==> src/rtl/bip_control_unit.sv <==
// ---------------------------------------------------------------------------
// bip_control_unit
// Multi-cycle FETCH/DECODE/MEM/EXEC sequencer for the BIP accumulator machine.
// It owns the PC and the instruction register, and it drives the datapath
// controls and the data-memory strobes.
//
// Ports:
//   clk, rst          rising-edge clock; asynchronous active-high reset
//   i_enable          run enable; when low, sequencing holds and strobes are off
//   i_instruction     program memory read data (sync ROM, one cycle after o_pc)
//   o_pc              program memory address
//   o_operand         IR operand field (datapath immediate / data-memory address)
//   o_sel_a           accumulator source: 0 mem, 1 operand_ext, 2 alu
//   o_sel_b           ALU B source: 1 operand_ext, 0 mem
//   o_write_acc       accumulator write strobe
//   o_operation       0 add, 1 subtract
//   o_rd_ram/o_wr_ram data memory read / write strobes
//   o_halted          HLT has executed
//   o_cycle_count     saturating count of active (enabled, non-halted) cycles
// ---------------------------------------------------------------------------
module bip_control_unit #(
    parameter int unsigned PC_BITS      = 11,
    parameter int unsigned OPCODE_BITS  = 5,
    parameter int unsigned OPERAND_BITS = 11,
    parameter int unsigned INSTR_BITS   = 16,
    parameter int unsigned CNT_BITS     = 32
) (
    input  logic                    clk,
    input  logic                    rst,
    input  logic                    i_enable,
    input  logic [INSTR_BITS-1:0]   i_instruction,
    output logic [PC_BITS-1:0]      o_pc,
    output logic [OPERAND_BITS-1:0] o_operand,
    output logic [1:0]              o_sel_a,
    output logic                    o_sel_b,
    output logic                    o_write_acc,
    output logic                    o_operation,
    output logic                    o_rd_ram,
    output logic                    o_wr_ram,
    output logic                    o_halted,
    output logic [CNT_BITS-1:0]     o_cycle_count
);

    localparam logic [OPCODE_BITS-1:0] OP_HLT  = OPCODE_BITS'(5'b00000);
    localparam logic [OPCODE_BITS-1:0] OP_STO  = OPCODE_BITS'(5'b00001);
    localparam logic [OPCODE_BITS-1:0] OP_LD   = OPCODE_BITS'(5'b00010);
    localparam logic [OPCODE_BITS-1:0] OP_LDI  = OPCODE_BITS'(5'b00011);
    localparam logic [OPCODE_BITS-1:0] OP_ADD  = OPCODE_BITS'(5'b00100);
    localparam logic [OPCODE_BITS-1:0] OP_ADDI = OPCODE_BITS'(5'b00101);
    localparam logic [OPCODE_BITS-1:0] OP_SUB  = OPCODE_BITS'(5'b00110);
    localparam logic [OPCODE_BITS-1:0] OP_SUBI = OPCODE_BITS'(5'b00111);

    localparam logic [1:0] SEL_MEM = 2'd0;
    localparam logic [1:0] SEL_IMM = 2'd1;
    localparam logic [1:0] SEL_ALU = 2'd2;

    typedef enum logic [2:0] {
        FETCH  = 3'd0,
        DECODE = 3'd1,
        MEM    = 3'd2,
        EXEC   = 3'd3,
        HALT   = 3'd4
    } state_t;

    state_t                  state;
    state_t                  state_next;
    logic [PC_BITS-1:0]      pc;
    logic [INSTR_BITS-1:0]   ir;
    logic [CNT_BITS-1:0]     cycle_count;
    logic [OPCODE_BITS-1:0]  fetch_opcode;
    logic [OPCODE_BITS-1:0]  ir_opcode;

    assign fetch_opcode = i_instruction[INSTR_BITS-1:OPERAND_BITS];
    assign ir_opcode    = ir[INSTR_BITS-1:OPERAND_BITS];

    // State register; i_enable low freezes the sequence in place.
    always_ff @(posedge clk or posedge rst) begin
        if (rst) begin
            state <= FETCH;
        end else if (i_enable) begin
            state <= state_next;
        end
    end

    // Next-state logic; DECODE branches on the live ROM word, not the IR.
    always_comb begin
        state_next = state;
        case (state)
            FETCH:  state_next = DECODE;
            DECODE: begin
                if (fetch_opcode == OP_HLT) begin
                    state_next = HALT;
                end else if (fetch_opcode == OP_LD || fetch_opcode == OP_ADD ||
                             fetch_opcode == OP_SUB) begin
                    state_next = MEM;
                end else begin
                    state_next = EXEC;
                end
            end
            MEM:    state_next = EXEC;
            EXEC:   state_next = FETCH;
            HALT:   state_next = HALT;
            default: state_next = FETCH;
        endcase
    end

    // PC and IR; PC advances once per completed EXEC and wraps naturally.
    always_ff @(posedge clk or posedge rst) begin
        if (rst) begin
            pc <= '0;
            ir <= '0;
        end else if (i_enable) begin
            if (state == DECODE) begin
                ir <= i_instruction;
            end
            if (state == EXEC) begin
                pc <= pc + PC_BITS'(1);
            end
        end
    end

    // Active-cycle counter, saturating at all-ones.
    always_ff @(posedge clk or posedge rst) begin
        if (rst) begin
            cycle_count <= '0;
        end else if (i_enable && state != HALT && cycle_count != '1) begin
            cycle_count <= cycle_count + CNT_BITS'(1);
        end
    end

    // Output decode; strobes are gated by i_enable so a stalled EXEC fires once.
    always_comb begin
        o_sel_a     = SEL_MEM;
        o_sel_b     = 1'b0;
        o_write_acc = 1'b0;
        o_operation = 1'b0;
        o_rd_ram    = 1'b0;
        o_wr_ram    = 1'b0;
        case (state)
            MEM:  o_rd_ram = i_enable;
            EXEC: begin
                case (ir_opcode)
                    OP_STO:  o_wr_ram = i_enable;
                    OP_LD:   begin
                        o_write_acc = i_enable;
                        o_sel_a     = SEL_MEM;
                    end
                    OP_LDI:  begin
                        o_write_acc = i_enable;
                        o_sel_a     = SEL_IMM;
                    end
                    OP_ADD:  begin
                        o_write_acc = i_enable;
                        o_sel_a     = SEL_ALU;
                    end
                    OP_ADDI: begin
                        o_write_acc = i_enable;
                        o_sel_a     = SEL_ALU;
                        o_sel_b     = 1'b1;
                    end
                    OP_SUB:  begin
                        o_write_acc = i_enable;
                        o_sel_a     = SEL_ALU;
                        o_operation = 1'b1;
                    end
                    OP_SUBI: begin
                        o_write_acc = i_enable;
                        o_sel_a     = SEL_ALU;
                        o_sel_b     = 1'b1;
                        o_operation = 1'b1;
                    end
                    default: ;
                endcase
            end
            default: ;
        endcase
    end

    assign o_pc          = pc;
    assign o_operand     = ir[OPERAND_BITS-1:0];
    assign o_halted      = (state == HALT);
    assign o_cycle_count = cycle_count;

endmodule

==> config.mk <==
export PLATFORM = sky130hd
export DESIGN_NAME = bip_control_unit
export DESIGN_NICKNAME = d
export VERILOG_FILES = /design/src/rtl/bip_control_unit.sv
export SDC_FILE = /design/constraint.sdc
export NUM_CORES = 1
export LEC_CHECK = 0
export ABC_AREA = 1
export BUFFER_PORTS_ARGS = -buffer_cell sky130_fd_sc_hd__buf_2
export CORE_MARGIN = 2
export CORE_UTILIZATION = 54
export DETAILED_ROUTE_END_ITERATION = 10
export GPL_ROUTABILITY_DRIVEN = 0
export HOLD_SLACK_MARGIN = 0.1
export PLACE_DENSITY_LB_ADDON = 0.08
export SLEW_MARGIN = 20
export SYNTH_ARGS = -nofsm -noshare
export SYNTH_HDL_FRONTEND = slang
export SYNTH_SLANG_ARGS = --single-unit
==> constraint.sdc <==
create_clock -name clk -period 2.5 [get_ports clk]
set_clock_uncertainty 0.2 [all_clocks]
set_input_delay 0.5 -clock clk [delete_from_list [all_inputs] [get_ports clk]]
set_output_delay 0.5 -clock clk [all_outputs]
set_load 0.02 [all_outputs]
==> metrics.txt, run 1 <==
cell taking the most area after synthesis=dfrtp_1; Hold Slack=about 0.18 ns; Routed WL=between 8000 and 9000 um; critical path data arrival time=2.26 ns; Final Hold Vio Count=0; antenna violations before repair=0; Synth cell types=24; worst path required time=between 2 and 3 ns; clock root cell=clkbuf_8; Min Clock Period, post-route=roughly 2.2 ns; Worst slew margin=around two thirds; Netlist Area Pre-Place=3600 sq um; syn_nets=between 500 and 600; Slew Viols, Final=0; Core ar.=between 6000 and 7000 sq um; MaxCap Viol Count=0; Clock Sinks=slightly above 60; number of vias per cell=4.98; dpl hpwl=approximately 6100 um; Critical Path Fanout Max=29; TNS Setup=0 ns; R2R setup slack=about 0.28 ns; worst setup path class=flop to flop; Power Dens Cells=745 nW/um^2; Starting DRT DRC Count=185; Slew @ Worst Pin=0.500 ns; status=finished, final reports clean; YS warnings=0; Skew-Pair Late Insertion Delay=0.35 ns; Yosys top cell area share=43.0%; dominant synthesized flop cell=dfrtp_1; die height=~86 um; std cell rows=29; nets@finish=just over 600; Post-synth ARST share=between 90% and 100%; Core Util, Final=between 60% and 70%; Die Area=7350 sq um; total CTS buffers=9; FMAX=around 450 MHz; CP delay by family, top=simple AND/OR/NAND/NOR gates; setup repair bufs after CTS=0; CP bufs+invs=2; final period utilization=roughly 89%; first-pass GRT wire length=~14000 um; Pre-antenna DRT Iters=4; synthesized flop and latch total=62; H-Tree Depth=3; number of global-route vias before repair=between 2000 and 3000; CP max-delay cell=dfrtp_1; Max VDD drop=roughly 0.6 mV; fraction of layout cells with a size suffix above 1=20.5%; combinational share of power=slightly below 30%; Avg Cell Area, Syn=between 7 and 8 sq um; register share of total power=a little under half; sequential fraction of the synthesis area=between 40 and 50%; Reg clk slew, reported paths=approximately 0.080 ns; slowest stage delay, CP=0.46 ns; Routed Antenna Nets=0; Syn-to-layout area delta=16.4%; Gate Count Post-Synth=approximately 510; total track usage=23.3%; die width=about 86 um; port bufs=80; DR WL/cell=roughly 12 um; Internal=1960 uW; CTS tree=yes; initial cell density of the core=approximately 56%; P_leak=approximately 0.0022 uW; synth cell count leaders=nand2_1, nor2_1, dfrtp_1; number of synthesized flops with an enable pin=0; CP Launch Type=flop; DRC Markers=0; Clk pwr share=about a quarter; Design Power=between 3000 and 4000 uW; worst-path cell chain=ha_1 > inv_2 > nor2_4 > nand2_2 > nor2_4 > nand2_2 > nand2_4 > inv_2 > nand2_1 > nand2_1; Net Sw Frac=37.3%; via count=between 3000 and 4000; # setup viols final=0; CTS max path bufs=2; # diodes=0; P_sw=between 1000 and 1500 uW; synth top area cells=dfrtp_1, nand2_1, nor2_1; RSZ-0062 raised after global routing=no; dominant cell by count in the synthesized netlist=nand2_1; worst min path class=input pin to flop; Top Ports=81; pin count of the biggest net entering global routing=63; CP endpoint kind=flop; Remaining Overflow, GRT=0
## repair_timing
action                                  in CTS  in global routing
hold buffers                                 1                  0
gates resized for setup                      0                  1
endpoints found under the setup margin       0                  3
hold endpoints to repair                    62                  0
## layout by cell type, fill, tap and decap left out, types with 2 or more instances in the layout
cell and n:
xor2_1 14, buf_2 80, nand4_1 5, clkbuf_8 10, clkinvlp_4 2, a21oi_1 3, nand3_1 23, nor2_1 65
nor3_1 5, inv_1 46, o21ai_0 13, mux2_2 11, nor2_4 2, inv_2 3, dfrtp_1 62, nand2_2 3
ha_1 2, clkinv_2 2, buf_4 3, xnor2_1 7, nand2_1 220
## registers in the layout, summed over array words and instances, names as in the netlist
| register | cells |
|---|---|
| o_cycle_count | 32 |
| o_pc | 11 |
| state | 3 |
| ir | 16 |
## logic make-up after synthesis
logic type / Yosys count / share of synthesized area, %
AND/OR/NAND/NOR: 327 / 36.4
buffers and inverters: 69 / 8.92
flip-flops: 62 / 43.0
XOR/XNOR: 21 / 5.10
AO/OA/AOI/OAI: 17 / 2.39
multiplexers: 11 / 3.44
adder cells (fa/ha/maj): 2 / 0.694
## metrics by stage
stage | setup WS (ns) | std cells | area, sq um
finish | 0.277 | 667 | 4200
global route | 0.0633 | 667 | 4200
CTS | 0.187 | 667 | 4190
detailed placement | 0.304 | 650 | 4010
global placement | 0.400 | 650 | 4010
floorplan | 0.259 | 509 | 3600
## final timing paths
| check | startpoint | cells after the start | endpoint |
|---|---|---|---|
| max in group asynchronous | rst | 4 | o_pc[0] |
| hold reg to reg | o_pc[10] | 1 | o_pc[10] |
| hold / removal | i_instruction[2] | 2 | ir[2] |
| setup reg to reg | o_cycle_count[0] | 10 | o_cycle_count[30] |
| min in group asynchronous | rst | 4 | ir[3] |
| setup / recovery | o_cycle_count[0] | 10 | o_cycle_count[30] |
## metal layers
metal / wire length, um / up-vias / share of wire [%] / global-route usage (%)
li1: - / 1703 / - / -
met1: 3870 / 1506 / 48 / 33.9
met2: 3540 / 102 / 44 / 35.2
met3: 505 / 12 / 6.3 / 3.75
met4: 128 / 0 / 1.6 / 8.66
met5: 0 / - / 0 / 0
## power groups by stage
stage / Clock, uW / Sequential [uW] / Combinational (uW)
after floorplan: 0 / 1490 / 684
after global placement: 0 / 1420 / 908
after detailed placement: 0 / 1430 / 922
after CTS: 805 / 1410 / 931
after global routing: 853 / 1450 / 1020
final: 793 / 1410 / 921
## area by class of cell
class                   count  area, sq um
clock buffers              11          141
clock inverters             5         33.8
fillers                   578         2190
inverters                  49          184
multi-input cells         378         1740
flip-flops and latches     62         1550
well taps                  77         96.3
repair buffers             85          453
Power figures use the tool's default switching activity.
==> run 2: changes to the inputs <==
--- a/config.mk
+++ b/config.mk
@@ -8,7 +8,7 @@
 export ABC_AREA = 1
 export BUFFER_PORTS_ARGS = -buffer_cell sky130_fd_sc_hd__buf_2
 export CORE_MARGIN = 2
-export CORE_UTILIZATION = 54
+export CORE_UTILIZATION = 40
 export DETAILED_ROUTE_END_ITERATION = 10
 export GPL_ROUTABILITY_DRIVEN = 0
 export HOLD_SLACK_MARGIN = 0.1
==> run 2 against run 1 <==
Core utilization decreased by 17 points; first-iteration DRC count decreased by 11%; register-to-register slack improved by 0.08 ns; critical endpoint is now o_write_acc.
==> metrics.txt, run 2 (synthesis gave the netlist of run 1 again) <==
status=finished, final reports clean (unchanged); DRC Markers=0 (unchanged); Clk pwr share=26.6% (was 25.4%); H-Tree Depth=3 (unchanged); # diodes=0 (unchanged); P_sw=1180 uW (was 1170 uW); critical path data arrival time=1.58 ns (was 2.26 ns); Power Dens Cells=745 nW/um^2 (about the same); first-pass GRT wire length=14900 um (was 13700 um); most common cell after layout, fill and taps aside=nand2_1 (unchanged); crit-path most repeated cell=nor3_1; worst-path cell chain=inv_1 > nor3_1 > nand2_1 > nor3_1 > buf_2 (was ha_1 > inv_2 > nor2_4 > nand2_2 > nor2_4 > nand2_2 > nand2_4 > inv_2 > nand2_1 > nand2_1); Max VDD drop=0.330 mV (was 0.614 mV); std cell rows=34 (was 29); pre-CTS setup slack=0.373 ns (was 0.304 ns); worst setup path class=flop to primary output (was flop to flop); CP max-delay cell=dfrtp_1 (unchanged); Internal=1990 uW (was 1960 uW); Pre-antenna DRT Iters=4 (unchanged); Net Sw Frac=37.3% (about the same); commonest non-fill, non-tap cells in the layout=nand2_1, buf_2, nor2_1 (unchanged); CTS max path bufs=2 (unchanged); crit path capture=o_write_acc (was o_cycle_count[30]); FMAX=438 MHz (was 450 MHz); antenna violations before repair=0 (unchanged); Reg clk slew, reported paths=0.08 ns (about the same); total CTS buffers=9 (unchanged); Post-Layout Cell Count=699 (was 667); CTS tree=yes (unchanged); TNS Setup=0 ns (unchanged); port bufs=80 (unchanged); worst r2r src=o_cycle_count[0] (unchanged); Worst slew margin=63.1% (was 66.6%); worst min path class=input pin to flop (unchanged); Syn-to-layout area delta=17.9% (was 16.4%); worst setup margin=0.218 ns (was 0.277 ns); via count=3354 (was 3323); R2R depth=10 (unchanged); number of global-route vias before repair=3164 (was 2943); slowest stage delay, CP=0.38 ns (was 0.46 ns); Placed Instances=682 (was 650); die width=98.9 um (was 85.7 um); die height=98.9 um (was 85.7 um); Remaining Overflow, GRT=0 (unchanged); fraction of layout cells with a size suffix above 1=20.5% (about the same); Routed Antenna Nets=0 (unchanged); nets@finish=607 (was 606); Skew-Pair Late Insertion Delay=0.34 ns (was 0.35 ns); total track usage=18.8% (was 23.3%); worst r2r dst=o_cycle_count[29] (was o_cycle_count[30]); initial cell density of the core=41.3% (was 56.4%); Critical Path Fanout Max=4 (was 29); Fill cells=897 (was 578); Clock Sinks=62 (unchanged); crit path launch=state[0] (was o_cycle_count[0]); setup repair bufs after CTS=0 (unchanged); number of vias per cell=4.80 (was 4.98); DR WL/cell=12.5 um (was 12.1 um); Top Ports=81 (unchanged); # setup viols final=0 (unchanged); sequential cell area=1550 sq um (unchanged); Die Area=9790 sq um (was 7350 sq um); register share of total power=44.6% (was 45.2%); max reg flops=32 (unchanged); CP Launch Type=flop (unchanged); clock root cell=clkbuf_8 (unchanged); RSZ-0062 raised after global routing=no (unchanged); worst path required time=1.80 ns (was 2.54 ns); Routed WL=8710 um (was 8050 um); combinational share of power=28.7% (was 29.4%); CP endpoint kind=primary output (was flop); P_leak=0.00221 uW (about the same); final period utilization=91.3% (was 88.9%); Starting DRT DRC Count=165 (was 185); multi-input logic area=1730 sq um (was 1740 sq um); Min Clock Period, post-route=2.28 ns (was 2.22 ns); Core ar.=8720 sq um (was 6390 sq um); Slew Viols, Final=0 (unchanged); Final Hold Vio Count=0 (unchanged); MaxCap Viol Count=0 (unchanged); dpl hpwl=6620 um (was 6080 um); pin count of the biggest net entering global routing=39 (was 63); R2R setup slack=0.36 ns (was 0.28 ns); Slew @ Worst Pin=0.553 ns (was 0.500 ns)
run 2: cell type report:
type,count,share of cell area (%)
timing repair buffer,86,10.8
clock buffer,12,3.65
multi-input combinational,378,40.8
inverter,49,4.33
clock inverter,4,0.736
sequential,62,36.5
tap,108,3.18
run 2: worst min path at each step:
stage                      from        to  slack, ns  cells after the start
6_report       i_instruction[4]     ir[4]       0.18                      2
3_3_place_gp           o_pc[10]  o_pc[10]       0.26                      1
3_5_place_dp           o_pc[10]  o_pc[10]       0.27                      1
5_1_grt        i_instruction[1]     ir[1]       0.18                      2
2_1_floorplan             ir[2]     ir[2]       0.28                      1
4_1_cts        i_instruction[4]     ir[4]       0.17                      2
run 2: repair_timing:
item | CTS | global route
gates resized for setup | 0 | 0
endpoints found under the hold margin | 24 | 0
hold buffers | 1 | 0
run 2: critical path, delay by kind of cell (launching register included):
family                 cells  cell delay [ns]
DFF                        1             0.38
and+or+nand+nor            3             0.59
buffers and inverters      2             0.28
run 2: through the flow:
stage / cell area (sq um) / power, uW / utilization [%] / hold WS (ns)
after CTS: 4250 / 3200 / 48.7 / 0.171
after floorplan: 3600 / 2170 / - / 0.281
final: 4250 / 3170 / 48.7 / 0.181
after global placement: 4050 / 2340 / 46.5 / 0.260
after detailed placement: 4050 / 2360 / 46.5 / 0.265
after global routing: 4250 / 3360 / 48.7 / 0.180
run 2: routing by layer:
metal	vias up	wire, um	global-route usage, %
li1	1707	-	-
met2	80	3700	28.5
met1	1553	4420	26.8
met3	14	442	3.55
met5	-	0	0
met4	0	139	6.64
run 2: power groups by stage:
stage	registers (uW)	logic, uW	clock network (uW)
floorplan	1490	684	0
global placement	1420	916	0
detailed placement	1430	923	0
CTS	1410	925	863
global route	1450	1010	906
finish	1410	910	844
